### src/rtl/pe_pkg.sv
// Shared types and helpers for the approximate-match processing-element array.
package pe_pkg;

  typedef enum logic [1:0] {
    ST_IDLE = 2'd0,
    ST_RUN  = 2'd1,
    ST_DONE = 2'd2
  } pe_state_e;

  // Widest lane vector the helper functions accept; callers zero-extend.
  localparam int MAX_LANES = 64;

  function automatic int popcount(input logic [MAX_LANES-1:0] v);
    int c;
    c = 0;
    for (int i = 0; i < MAX_LANES; i++) c += int'(v[i]);
    return c;
  endfunction

  // Lowest set bit index; 0 when nothing is set.
  function automatic int prio_enc(input logic [MAX_LANES-1:0] v);
    int idx;
    idx = 0;
    for (int i = MAX_LANES - 1; i >= 0; i--) begin
      if (v[i]) idx = i;
    end
    return idx;
  endfunction

endpackage

### src/rtl/pe_cell.sv
// One text lane: ERR+1 error-level state flops and their next-state equations.
module pe_cell
  import pe_pkg::*;
#(
  parameter int ERR = 2
) (
  input  logic         i_clk,
  input  logic         i_rst_n,
  input  logic         i_en,
  input  logic         i_first,
  input  logic         i_match,
  input  logic [ERR:0] i_left,
  output logic [ERR:0] o_state,
  output logic [ERR:0] o_next
);

  logic [ERR:0] r_state;
  logic [ERR:0] w_pl;
  logic [ERR:0] w_ps;

  // A new pass starts from an all-ones column for this lane and its left neighbour.
  always_comb begin
    w_pl   = i_first ? '1 : i_left;
    w_ps   = i_first ? '1 : r_state;
    o_next = '0;
    o_next[0] = w_pl[0] & i_match;
    for (int e = 1; e <= ERR; e++) begin
      o_next[e] = (w_pl[e] & i_match) | w_pl[e-1] | w_ps[e-1];
    end
  end

  always_ff @(posedge i_clk or negedge i_rst_n) begin
    if (!i_rst_n) r_state <= '0;
    else if (i_en) r_state <= o_next;
  end

  assign o_state = r_state;

endmodule

### src/rtl/pe_array.sv
// LANES-wide approximate pattern matcher segment; cascades through lin_in/lin_out.
module pe_array
  import pe_pkg::*;
#(
  parameter int LANES  = 8,
  parameter int CHAR_W = 8,
  parameter int ERR    = 2,
  // Derived widths; leave at defaults.
  parameter int EL_W   = (ERR > 0) ? $clog2(ERR + 1) : 1,
  parameter int CNT_W  = $clog2(LANES + 1),
  parameter int IDX_W  = (LANES > 1) ? $clog2(LANES) : 1
) (
  input  logic                    i_clk,
  input  logic                    i_rst_n,
  input  logic                    i_key_valid,
  output logic                    o_key_ready,
  input  logic                    i_key_first,
  input  logic                    i_key_last,
  input  logic [CHAR_W-1:0]       i_key_char,
  input  logic                    i_key_mask,
  input  logic [EL_W-1:0]         i_err_limit,
  input  logic [LANES*CHAR_W-1:0] i_text,
  input  logic [ERR:0]            i_lin_in,
  output logic [ERR:0]            o_lin_out,
  output logic                    o_busy,
  output logic                    o_win_valid,
  output logic [LANES-1:0]        o_win_out,
  output logic                    o_hit_any,
  output logic [CNT_W-1:0]        o_hit_count,
  output logic [IDX_W-1:0]        o_first_hit,
  input  logic                    i_result_ack
);

  pe_state_e        r_state, w_nstate;
  logic [EL_W-1:0]  r_el;
  logic [LANES-1:0] r_win;
  logic [CNT_W-1:0] r_cnt;
  logic [IDX_W-1:0] r_first;

  logic             w_accept;
  logic             w_upd;
  logic [EL_W-1:0]  w_el_clamp;
  logic [EL_W-1:0]  w_lim;
  logic [LANES-1:0] w_hit;
  logic [ERR:0]     w_state [LANES];
  logic [ERR:0]     w_next  [LANES];

  assign o_key_ready = (r_state != ST_DONE);
  assign w_accept    = i_key_valid & o_key_ready;
  // Beats outside a pass (IDLE without key_first) are consumed but do nothing.
  assign w_upd       = w_accept & ((r_state == ST_RUN) | i_key_first);
  assign w_el_clamp  = (int'(i_err_limit) > ERR) ? EL_W'(ERR) : i_err_limit;
  assign w_lim       = i_key_first ? w_el_clamp : r_el;

  for (genvar g = 0; g < LANES; g++) begin : g_lane
    pe_cell #(.ERR(ERR)) u_cell (
      .i_clk   (i_clk),
      .i_rst_n (i_rst_n),
      .i_en    (w_upd),
      .i_first (i_key_first),
      .i_match (i_key_mask | (i_text[g*CHAR_W +: CHAR_W] == i_key_char)),
      .i_left  ((g == 0) ? i_lin_in : w_state[(g == 0) ? 0 : g - 1]),
      .o_state (w_state[g]),
      .o_next  (w_next[g])
    );
  end

  always_comb begin
    w_hit = '0;
    for (int i = 0; i < LANES; i++) begin
      for (int e = 0; e <= ERR; e++) begin
        if (e <= int'(w_lim)) w_hit[i] = w_hit[i] | w_next[i][e];
      end
    end
  end

  always_comb begin
    w_nstate = r_state;
    case (r_state)
      ST_IDLE: if (w_accept & i_key_first) w_nstate = i_key_last ? ST_DONE : ST_RUN;
      ST_RUN:  if (w_accept & i_key_last)  w_nstate = ST_DONE;
      ST_DONE: if (i_result_ack)           w_nstate = ST_IDLE;
      default: w_nstate = ST_IDLE;
    endcase
  end

  always_ff @(posedge i_clk or negedge i_rst_n) begin
    if (!i_rst_n) begin
      r_state <= ST_IDLE;
      r_el    <= '0;
      r_win   <= '0;
      r_cnt   <= '0;
      r_first <= '0;
    end else begin
      r_state <= w_nstate;
      if (w_upd & i_key_first) r_el <= w_el_clamp;
      // Results hold through DONE and IDLE until the next pass completes.
      if (w_upd & i_key_last) begin
        r_win   <= w_hit;
        r_cnt   <= CNT_W'(popcount(MAX_LANES'(w_hit)));
        r_first <= IDX_W'(prio_enc(MAX_LANES'(w_hit)));
      end
    end
  end

  assign o_lin_out   = w_state[LANES-1];
  assign o_busy      = (r_state == ST_RUN);
  assign o_win_valid = (r_state == ST_DONE);
  assign o_win_out   = r_win;
  assign o_hit_any   = |r_win;
  assign o_hit_count = r_cnt;
  assign o_first_hit = r_first;

endmodule
### config.mk
export PLATFORM = sky130hd
export DESIGN_NAME = pe_array
export DESIGN_NICKNAME = d
export VERILOG_FILES = /design/src/rtl/pe_pkg.sv /design/src/rtl/pe_cell.sv /design/src/rtl/pe_array.sv
export SDC_FILE = /design/constraint.sdc
export NUM_CORES = 1
export LEC_CHECK = 0
export CAP_MARGIN = 25
export CORE_MARGIN = 10
export CORE_UTILIZATION = 50
export DETAILED_ROUTE_END_ITERATION = 8
export PLACE_DENSITY = 0.86
export SYNTH_ARGS = -nofsm -noshare
export SYNTH_HDL_FRONTEND = slang
export SYNTH_SLANG_ARGS = --single-unit
### constraint.sdc
create_clock -name i_clk -period 6.4 [get_ports i_clk]
set_input_delay 1.28 -clock i_clk [delete_from_list [all_inputs] [get_ports i_clk]]
set_output_delay 1.28 -clock i_clk [all_outputs]
set_load 0.01 [all_outputs]
==> impl_metrics.prom, run 1 <==
# TYPE chip_impl_metric gauge
chip_impl_info{name="outcome",value="complete, no violations"} 1
chip_impl_metric{name="post_synth_inst_count",unit=""} 356
chip_impl_metric{name="final-max-slew-violation-count",unit=""} 0
chip_impl_metric{name="place.gp.congestion",unit=""} 0.847
chip_impl_metric{name="h-tree-depth",unit=""} 2
chip_impl_metric{name="syn-num-nets",unit=""} 447
chip_impl_metric{name="critPathMaxFanout",unit=""} 8
chip_impl_metric{name="yosysWarnings",unit=""} 0
chip_impl_metric{name="layout-area-overhead-vs-synth",unit="%"} 36.9
chip_impl_metric{name="layout-drive-gt1-share",unit=""} 0.0592
chip_impl_metric{name="power_density",unit="mW/mm²"} 257
chip_impl_info{name="layout_commonest_cell",value="clkdlybuf4s50_1"} 1
chip_impl_metric{name="die-width",unit="µm"} 99.6
chip_impl_metric{name="max-clock-path-buffers",unit=""} 2
chip_impl_metric{name="vias_in_the_first_global_route",unit=""} 3178
chip_impl_info{name="cell_repeated_most_along_the_worst_path",value="fa_1"} 1
chip_impl_metric{name="worst_setup_hold_path_clk_slew",unit="ns"} 0.08
chip_impl_metric{name="first_iter_violations",unit=""} 195
chip_impl_metric{name="critical_path_buf_inv_count",unit=""} 3
chip_impl_metric{name="cp_slowest_stage_delay",unit="ns"} 0.78
chip_impl_info{name="critPathCaptureType",value="register"} 1
chip_impl_info{name="tritoncts",value="done"} 1
chip_impl_metric{name="grt_antenna_before_repair",unit=""} 0
chip_impl_info{name="clock-root-buffer",value="clkbuf_8"} 1
chip_impl_info{name="yosys.area.top_type",value="dfrtp_1"} 1
chip_impl_metric{name="cts-resized-gates",unit=""} 0
chip_impl_metric{name="floorplan.io_pins",unit=""} 106
chip_impl_metric{name="design_power_total",unit="W"} 0.00111
chip_impl_metric{name="synth_edf_count",unit=""} 0
chip_impl_metric{name="timing_hold_violations_final",unit=""} 0
chip_impl_info{name="cp_cell_sequence",value="clkdlybuf4s50_1 -> xnor2_1 -> nand4_1 -> o21ai_0 -> a2111oi_0 -> o22a_2 -> fa_1 -> fa_1 -> inv_1 -> fa_1 -> ha_1 -> inv_1 -> fa_1 -> xor2_1 -> o21ai_0"} 1
chip_impl_metric{name="maximum_number_of_pins_on_one_net_before_global_route_repair",unit=""} 46
chip_impl_metric{name="worst-endpoint-required",unit="ns"} 6.61
chip_impl_metric{name="dr_total_vias",unit=""} 3062
chip_impl_info{name="cp-start-kind",value="input port"} 1
chip_impl_metric{name="number_of_violations_of_the_max_capacitance_limit",unit=""} 0
chip_impl_metric{name="async_reset_ff_frac",unit=""} 1.00
chip_impl_metric{name="detailedPlacementHpwl",unit="mm"} 8.08
chip_impl_metric{name="synthesis.area",unit="mm²"} 0.00317
chip_impl_info{name="critical_path.top_delay_family",value="adder cells"} 1
chip_impl_metric{name="antenna-diode-count",unit=""} 0
chip_impl_metric{name="firstDrtPassIters",unit=""} 4
chip_impl_metric{name="die_height",unit="µm"} 99.6
chip_impl_info{name="final_cell_mix",value="104 x clkdlybuf4s50_1, 43 x dfrtp_1, 39 x nand2_1"} 1
chip_impl_metric{name="final.period_utilization",unit=""} 0.893
chip_impl_info{name="worst-setup-path-type",value="input port to register"} 1
chip_impl_metric{name="irDropWorstVdd",unit="mV"} 0.186
chip_impl_metric{name="yosysSeqAreaShare",unit=""} 0.340
chip_impl_info{name="critical-path-slowest-cell",value="clkdlybuf4s50_1"} 1
chip_impl_metric{name="buffer_ports.inserted",unit=""} 105
chip_impl_metric{name="post_cts_hold_buffer_count",unit=""} 0
chip_impl_metric{name="grt_first_pass_wirelength",unit="mm"} 16.2
chip_impl_info{name="unrepaired_setup_endpoints_after_global_routing",value="no"} 1
chip_impl_info{name="hold_path_class",value="register to register"} 1
chip_impl_metric{name="initial_util",unit=""} 0.526
chip_impl_metric{name="ys_ff_latch",unit=""} 43
chip_impl_metric{name="synth_cell_type_count",unit=""} 50
chip_impl_metric{name="globalRouteTotalUtil",unit=""} 0.198
chip_impl_metric{name="via_per_inst",unit=""} 5.77
chip_impl_metric{name="slew_headroom",unit=""} 0.507
chip_impl_metric{name="synth_area_per_cell",unit="µm²"} 8.90
chip_impl_metric{name="cts.repair_timing.setup_buffer_count",unit=""} 0
chip_impl_metric{name="finClkSkew",unit="ns"} 0.00662
chip_impl_metric{name="routed_wirelength",unit="mm"} 10.0
chip_impl_metric{name="worstMarginPinSlew",unit="ns"} 0.738
chip_impl_metric{name="static-leakage-power",unit="nW"} 1.76
chip_impl_metric{name="fmax",unit="MHz"} 175
chip_impl_metric{name="clkLatencyLatePin",unit="ns"} 0.30
chip_impl_metric{name="numClockSinks",unit=""} 43
chip_impl_metric{name="post_drt_wl_per_cell",unit="µm"} 18.8
chip_impl_metric{name="fin_nets",unit=""} 546
chip_impl_metric{name="grt.overflow.total",unit=""} 0
chip_impl_metric{name="cts_made_buffers",unit=""} 5
chip_impl_metric{name="detail_route.drc_violations",unit=""} 0
chip_impl_metric{name="total_negative_slack_for_setup_checks",unit="ns"} 0
chip_impl_metric{name="postRouteAntennaNets",unit=""} 0
chip_impl_metric{name="std_cell_rows",unit=""} 28
chip_impl_metric{name="coreArea",unit="mm²"} 0.00603
chip_impl_metric{name="crit_arrival",unit="ns"} 5.92
chip_impl_info{name="synth_area_leaders",value="dfrtp_1 34%, xor2_1 9.1%, xnor2_1 8.9%, o21ai_0 5.5%, nand2_1 4.6%"} 1
chip_impl_info{name="yosys_most_used_dff",value="dfrtp_1"} 1
chip_impl_metric{name="design.die.area",unit="mm²"} 0.00992
chip_impl_metric{name="clock_period_minus_worst_slack",unit="ns"} 5.72
chip_impl_metric{name="finalSetupViolCount",unit=""} 0
chip_impl_metric{name="yosysTopAreaCellShare",unit=""} 0.340
==> kinds of logic (layout without fill, tap and decap cells) <==
group / Yosys count / in the layout / synth area share
buffers and inverters: 38 / 138 / 0.0695
and+or+nand+nor: 102 / 102 / 0.155
muxes: 5 / 5 / 0.0178
adders and majority gates: 7 / 7 / 0.0371
DFF: 43 / 43 / 0.340
AOI/OAI and AO/OA: 96 / 96 / 0.201
xor gates and xnor gates: 65 / 65 / 0.180
==> Yosys cell counts (2+ instances only) <==
| cell type | instances |
|---|---|
| nor2_1 | 17 |
| dfrtp_1 | 43 |
| fa_1 | 4 |
| ha_1 | 3 |
| o31ai_1 | 4 |
| o21a_1 | 2 |
| o22ai_1 | 2 |
| nand3_1 | 3 |
| buf_4 | 2 |
| or3_1 | 10 |
| and3_1 | 2 |
| nand2b_1 | 3 |
| a21o_1 | 4 |
| o221ai_1 | 2 |
| mux2_2 | 5 |
| nor4_1 | 10 |
| nand4_1 | 8 |
| xor2_1 | 33 |
| xnor2_1 | 32 |
| a22oi_1 | 2 |
| a2111oi_0 | 2 |
| buf_6 | 9 |
| a221o_1 | 2 |
| inv_1 | 18 |
| a21oi_1 | 21 |
| nor3_1 | 6 |
| a211oi_1 | 4 |
| nand2_1 | 39 |
| and2b_1 | 2 |
| clkbuf_1 | 7 |
| o21ai_0 | 35 |
| buf_2 | 2 |
==> worst register-to-register path: cells and delay by family, from the launching register on <==
kind,cells,cell delay (ns)
AOI/OAI and AO/OA,4,0.98
xor gates and xnor gates,1,0.15
adders and majority gates,5,1.96
buffers and inverters,3,0.25
DFF,1,0.48
and+or+nand+nor,1,0.30
==> through the flow <==
step / setup slack (ns) / util / cells / hold WS, ns / cell area, µm²
finish: 0.684 / 0.720 / 531 / 0.487 / 4340
global route: 0.478 / 0.720 / 531 / 0.517 / 4340
CTS: 0.744 / 0.716 / 530 / 0.490 / 4320
detailed placement: 0.437 / 0.697 / 522 / 0.472 / 4200
global placement: 0.664 / 0.697 / 522 / 0.466 / 4200
floorplan: 1.42 / - / 356 / 0.450 / 3170
==> cell type report <==
class / instances / area, µm²
inverter: 18 / 67.6
clock inverter: 2 / 35.0
sequential: 43 / 1080
timing repair buffer: 112 / 1110
fill: 466 / 1690
clock buffer: 6 / 82.6
multi-input combinational: 275 / 1870
tap: 75 / 93.8
==> registers in the layout, summed over array words and instances, names as in the netlist <==
register / count
o_first_hit: 3
r_state: 2
o_hit_count: 4
g_lane.u_cell.o_state: 24
o_win_out: 8
r_el: 2
==> metal layers <==
layer,track usage,part of all wire,vias to the layer above
li1,-,-,1444
met1,0.227,0.39,1507
met2,0.361,0.53,97
met3,0.0311,0.058,14
met4,0.0706,0.020,0
met5,0,0,-
==> where the power goes <==
part	leakage, nW	internal, W	switching, W	total, W
Clock	0.0612	0.000126	0.0000946	0.000221
Sequential	0.510	0.000341	0.0000687	0.000410
Combinational	1.19	0.000247	0.000236	0.000483
==> worst paths after layout <==
| check | from | end | slack, ns | cells after the start |
|---|---|---|---|---|
| max in group asynchronous | i_rst_n | o_first_hit[1] | 5.22 | 2 |
| worst max-delay path | i_key_char[3] | o_hit_count[2] | 0.68 | 15 |
| worst min-delay path | o_hit_count[3] | o_hit_count[3] | 0.49 | 2 |
| worst max register to register | r_el[1] | o_hit_count[2] | 2.18 | 14 |
| min in group asynchronous | i_rst_n | o_win_out[7] | 0.77 | 1 |
| worst min register to register | o_hit_count[3] | o_hit_count[3] | 0.49 | 2 |
Power figures use the tool's default switching activity.
==> inputs of run 2 (changes only) <==
--- a/config.mk
+++ b/config.mk
@@ -7,9 +7,8 @@
 export LEC_CHECK = 0
 export CAP_MARGIN = 25
 export CORE_MARGIN = 10
-export CORE_UTILIZATION = 50
+export CORE_UTILIZATION = 35
 export DETAILED_ROUTE_END_ITERATION = 8
-export PLACE_DENSITY = 0.86
 export SYNTH_ARGS = -nofsm -noshare
 export SYNTH_HDL_FRONTEND = slang
 export SYNTH_SLANG_ARGS = --single-unit
==> run 2 against run 1 <==
Against the previous run:
- largest power group unchanged
- highest routed layer unchanged
- global-route usage fell by 5.3 points
- clock skew up 0.0023 ns
- critical endpoint unchanged
- core utilization decreased by 22 points
==> impl_metrics.prom, run 2 (synthesis gave the netlist of run 1 again) <==
# TYPE chip_impl_metric gauge
chip_impl_info{name="cp_cell_sequence",value="clkdlybuf4s50_1 -> xnor2_1 -> nand4_1 -> o21ai_2 -> a2111o_1 -> a221o_1 -> inv_1 -> fa_1 -> fa_1 -> inv_1 -> fa_1 -> ha_1 -> inv_1 -> fa_1 -> xor2_1 -> o21ai_0"} 1
chip_impl_metric{name="power_density",unit="mW/mm²"} 240
chip_impl_metric{name="std_cell_rows",unit=""} 34
chip_impl_metric{name="first_iter_violations",unit=""} 138
chip_impl_info{name="final_cell_mix",value="104 x clkdlybuf4s50_1, 43 x dfrtp_1, 39 x nand2_1"} 1
chip_impl_info{name="worst-setup-path-type",value="input port to register"} 1
chip_impl_metric{name="finClkSkew",unit="ns"} 0.00888
chip_impl_info{name="worst_r2r_startpoint",value="r_el[1]"} 1
chip_impl_metric{name="globalRouteTotalUtil",unit=""} 0.146
chip_impl_metric{name="grt_first_pass_wirelength",unit="mm"} 15.7
chip_impl_metric{name="cp_slowest_stage_delay",unit="ns"} 0.77
chip_impl_metric{name="worstMarginPinSlew",unit="ns"} 0.788
chip_impl_info{name="hold_path.startpoint",value="o_hit_count[0]"} 1
chip_impl_metric{name="post_cts_hold_buffer_count",unit=""} 0
chip_impl_metric{name="final-max-slew-violation-count",unit=""} 0
chip_impl_info{name="clock-root-buffer",value="clkbuf_8"} 1
chip_impl_metric{name="final.period_utilization",unit=""} 0.869
chip_impl_metric{name="total_negative_slack_for_setup_checks",unit="ns"} 0
chip_impl_metric{name="dp_slack",unit="ns"} 0.511
chip_impl_metric{name="layout-drive-gt1-share",unit=""} 0.0570
chip_impl_info{name="cell_repeated_most_along_the_worst_path",value="fa_1"} 1
chip_impl_metric{name="cts-resized-gates",unit=""} 0
chip_impl_metric{name="firstDrtPassIters",unit=""} 4
chip_impl_metric{name="postRouteAntennaNets",unit=""} 0
chip_impl_metric{name="clock_period_minus_worst_slack",unit="ns"} 5.56
chip_impl_info{name="critPathCaptureType",value="register"} 1
chip_impl_info{name="outcome",value="complete, no violations"} 1
chip_impl_info{name="tritoncts",value="done"} 1
chip_impl_metric{name="initial_util",unit=""} 0.361
chip_impl_metric{name="worst_setup_hold_path_clk_slew",unit="ns"} 0.08
chip_impl_metric{name="dr_total_vias",unit=""} 2910
chip_impl_metric{name="fillcell_total",unit=""} 840
chip_impl_metric{name="design.die.area",unit="mm²"} 0.0133
chip_impl_metric{name="coreArea",unit="mm²"} 0.00876
chip_impl_metric{name="detail_route.drc_violations",unit=""} 0
chip_impl_metric{name="critical_path_buf_inv_count",unit=""} 4
chip_impl_metric{name="die_height",unit="µm"} 115
chip_impl_metric{name="slew_headroom",unit=""} 0.473
chip_impl_info{name="critical_path.top_delay_family",value="adder cells"} 1
chip_impl_metric{name="worst-endpoint-required",unit="ns"} 6.60
chip_impl_metric{name="via_per_inst",unit=""} 5.16
chip_impl_metric{name="floorplan.io_pins",unit=""} 106
chip_impl_metric{name="buffer_ports.inserted",unit=""} 105
chip_impl_metric{name="max-clock-path-buffers",unit=""} 2
chip_impl_metric{name="die-width",unit="µm"} 115
chip_impl_info{name="hold_path_class",value="register to register"} 1
chip_impl_metric{name="maximum_number_of_pins_on_one_net_before_global_route_repair",unit=""} 46
chip_impl_info{name="unrepaired_setup_endpoints_after_global_routing",value="no"} 1
chip_impl_metric{name="h-tree-depth",unit=""} 2
chip_impl_metric{name="grt_antenna_before_repair",unit=""} 0
chip_impl_metric{name="antenna-diode-count",unit=""} 0
chip_impl_info{name="critical-path-slowest-cell",value="clkdlybuf4s50_1"} 1
chip_impl_metric{name="detailedPlacementHpwl",unit="mm"} 7.84
chip_impl_metric{name="cts.repair_timing.setup_buffer_count",unit=""} 0
chip_impl_metric{name="largest_reg_flops",unit=""} 24
chip_impl_metric{name="vias_in_the_first_global_route",unit=""} 3007
chip_impl_metric{name="layout-area-overhead-vs-synth",unit="%"} 37.2
chip_impl_metric{name="number_of_violations_of_the_max_capacitance_limit",unit=""} 0
chip_impl_metric{name="place.gp.congestion",unit=""} 0.840
chip_impl_metric{name="ff_latch_area",unit="mm²"} 0.00108
chip_impl_metric{name="critPathMaxFanout",unit=""} 8
chip_impl_metric{name="cts_made_buffers",unit=""} 5
chip_impl_metric{name="numClockSinks",unit=""} 43
chip_impl_info{name="cp-start-kind",value="input port"} 1
chip_impl_metric{name="crit_arrival",unit="ns"} 5.76
chip_impl_metric{name="irDropWorstVdd",unit="mV"} 0.0896
chip_impl_metric{name="fmax",unit="MHz"} 180
chip_impl_metric{name="grt.overflow.total",unit=""} 0
chip_impl_metric{name="clkLatencyLatePin",unit="ns"} 0.29
chip_impl_metric{name="postLayoutSetupSlackWorst",unit="ns"} 0.838
chip_impl_info{name="layout_commonest_cell",value="clkdlybuf4s50_1"} 1
chip_impl_metric{name="post_drt_wl_per_cell",unit="µm"} 17.0
chip_impl_metric{name="multiInputGateArea",unit="mm²"} 0.00187
chip_impl_metric{name="fin_nets",unit=""} 546
chip_impl_info{name="crit_start",value="i_key_char[2]"} 1
chip_impl_metric{name="routed_wirelength",unit="mm"} 9.56
chip_impl_metric{name="timing_hold_violations_final",unit=""} 0
chip_impl_metric{name="finalSetupViolCount",unit=""} 0
chip_impl_metric{name="static-leakage-power",unit="nW"} 1.75
[run 2: cell types whose count changed in the layout (fill, tap and decap cells not counted)]
cell        delta
clkbuf_1       +1
clkbuf_8       -1
bufinv_16      -1
clkinvlp_4     +1
[run 2: cell type report]
class                           instances  area share
Clock inverter                          2     0.00288
Clock buffer                            6      0.0167
Inverter                               18      0.0155
Sequential cell                        43       0.248
Multi-Input combinational cell        275       0.430
Timing Repair Buffer                  112       0.256
Tap cell                              108      0.0311
[run 2: layer usage]
metal  part of all wire  GRT usage
met5                  0          0
met4              0.017     0.0404
met3              0.065     0.0354
met2               0.49      0.240
met1               0.43      0.185
[run 2: worst paths after layout]
check,to,slack [ns],cells past startpoint
min in group asynchronous,o_win_out[1],0.79,1
worst min register to register,o_hit_count[0],0.48,2
max in group asynchronous,g_lane[2].u_cell.o_state[1],5.19,2
worst max register to register,o_hit_count[2],2.18,14
worst max-delay path,o_hit_count[2],0.84,16
worst min-delay path,o_hit_count[0],0.48,2
[run 2: through the flow]
stage          cells  hold WS (ns)  total power, W   util  cell area (µm²)
6_report         564         0.485         0.00104  0.496             4350
3_3_place_gp     555         0.466        0.000877  0.484             4240
4_1_cts          563         0.490         0.00106  0.494             4330
3_5_place_dp     555         0.471        0.000883  0.484             4240
2_1_floorplan    356         0.450        0.000673      -             3170
5_1_grt          564         0.524         0.00114  0.496             4350
[run 2: tightest hold or removal path, delay by kind of cell (launching register included)]
kind / cells / cell delay [ns]
flops: 1 / 0.35
simple gates: 2 / 0.11
[run 2: where the power goes]
| part | switching [W] | internal, W | total [W] |
|---|---|---|---|
| combinational | 0.000222 | 0.000243 | 0.000465 |
| clock | 0.0000937 | 0.0000764 | 0.000170 |
| sequential | 0.0000682 | 0.000341 | 0.000409 |
| total | 0.000383 | 0.000661 | 0.00104 |
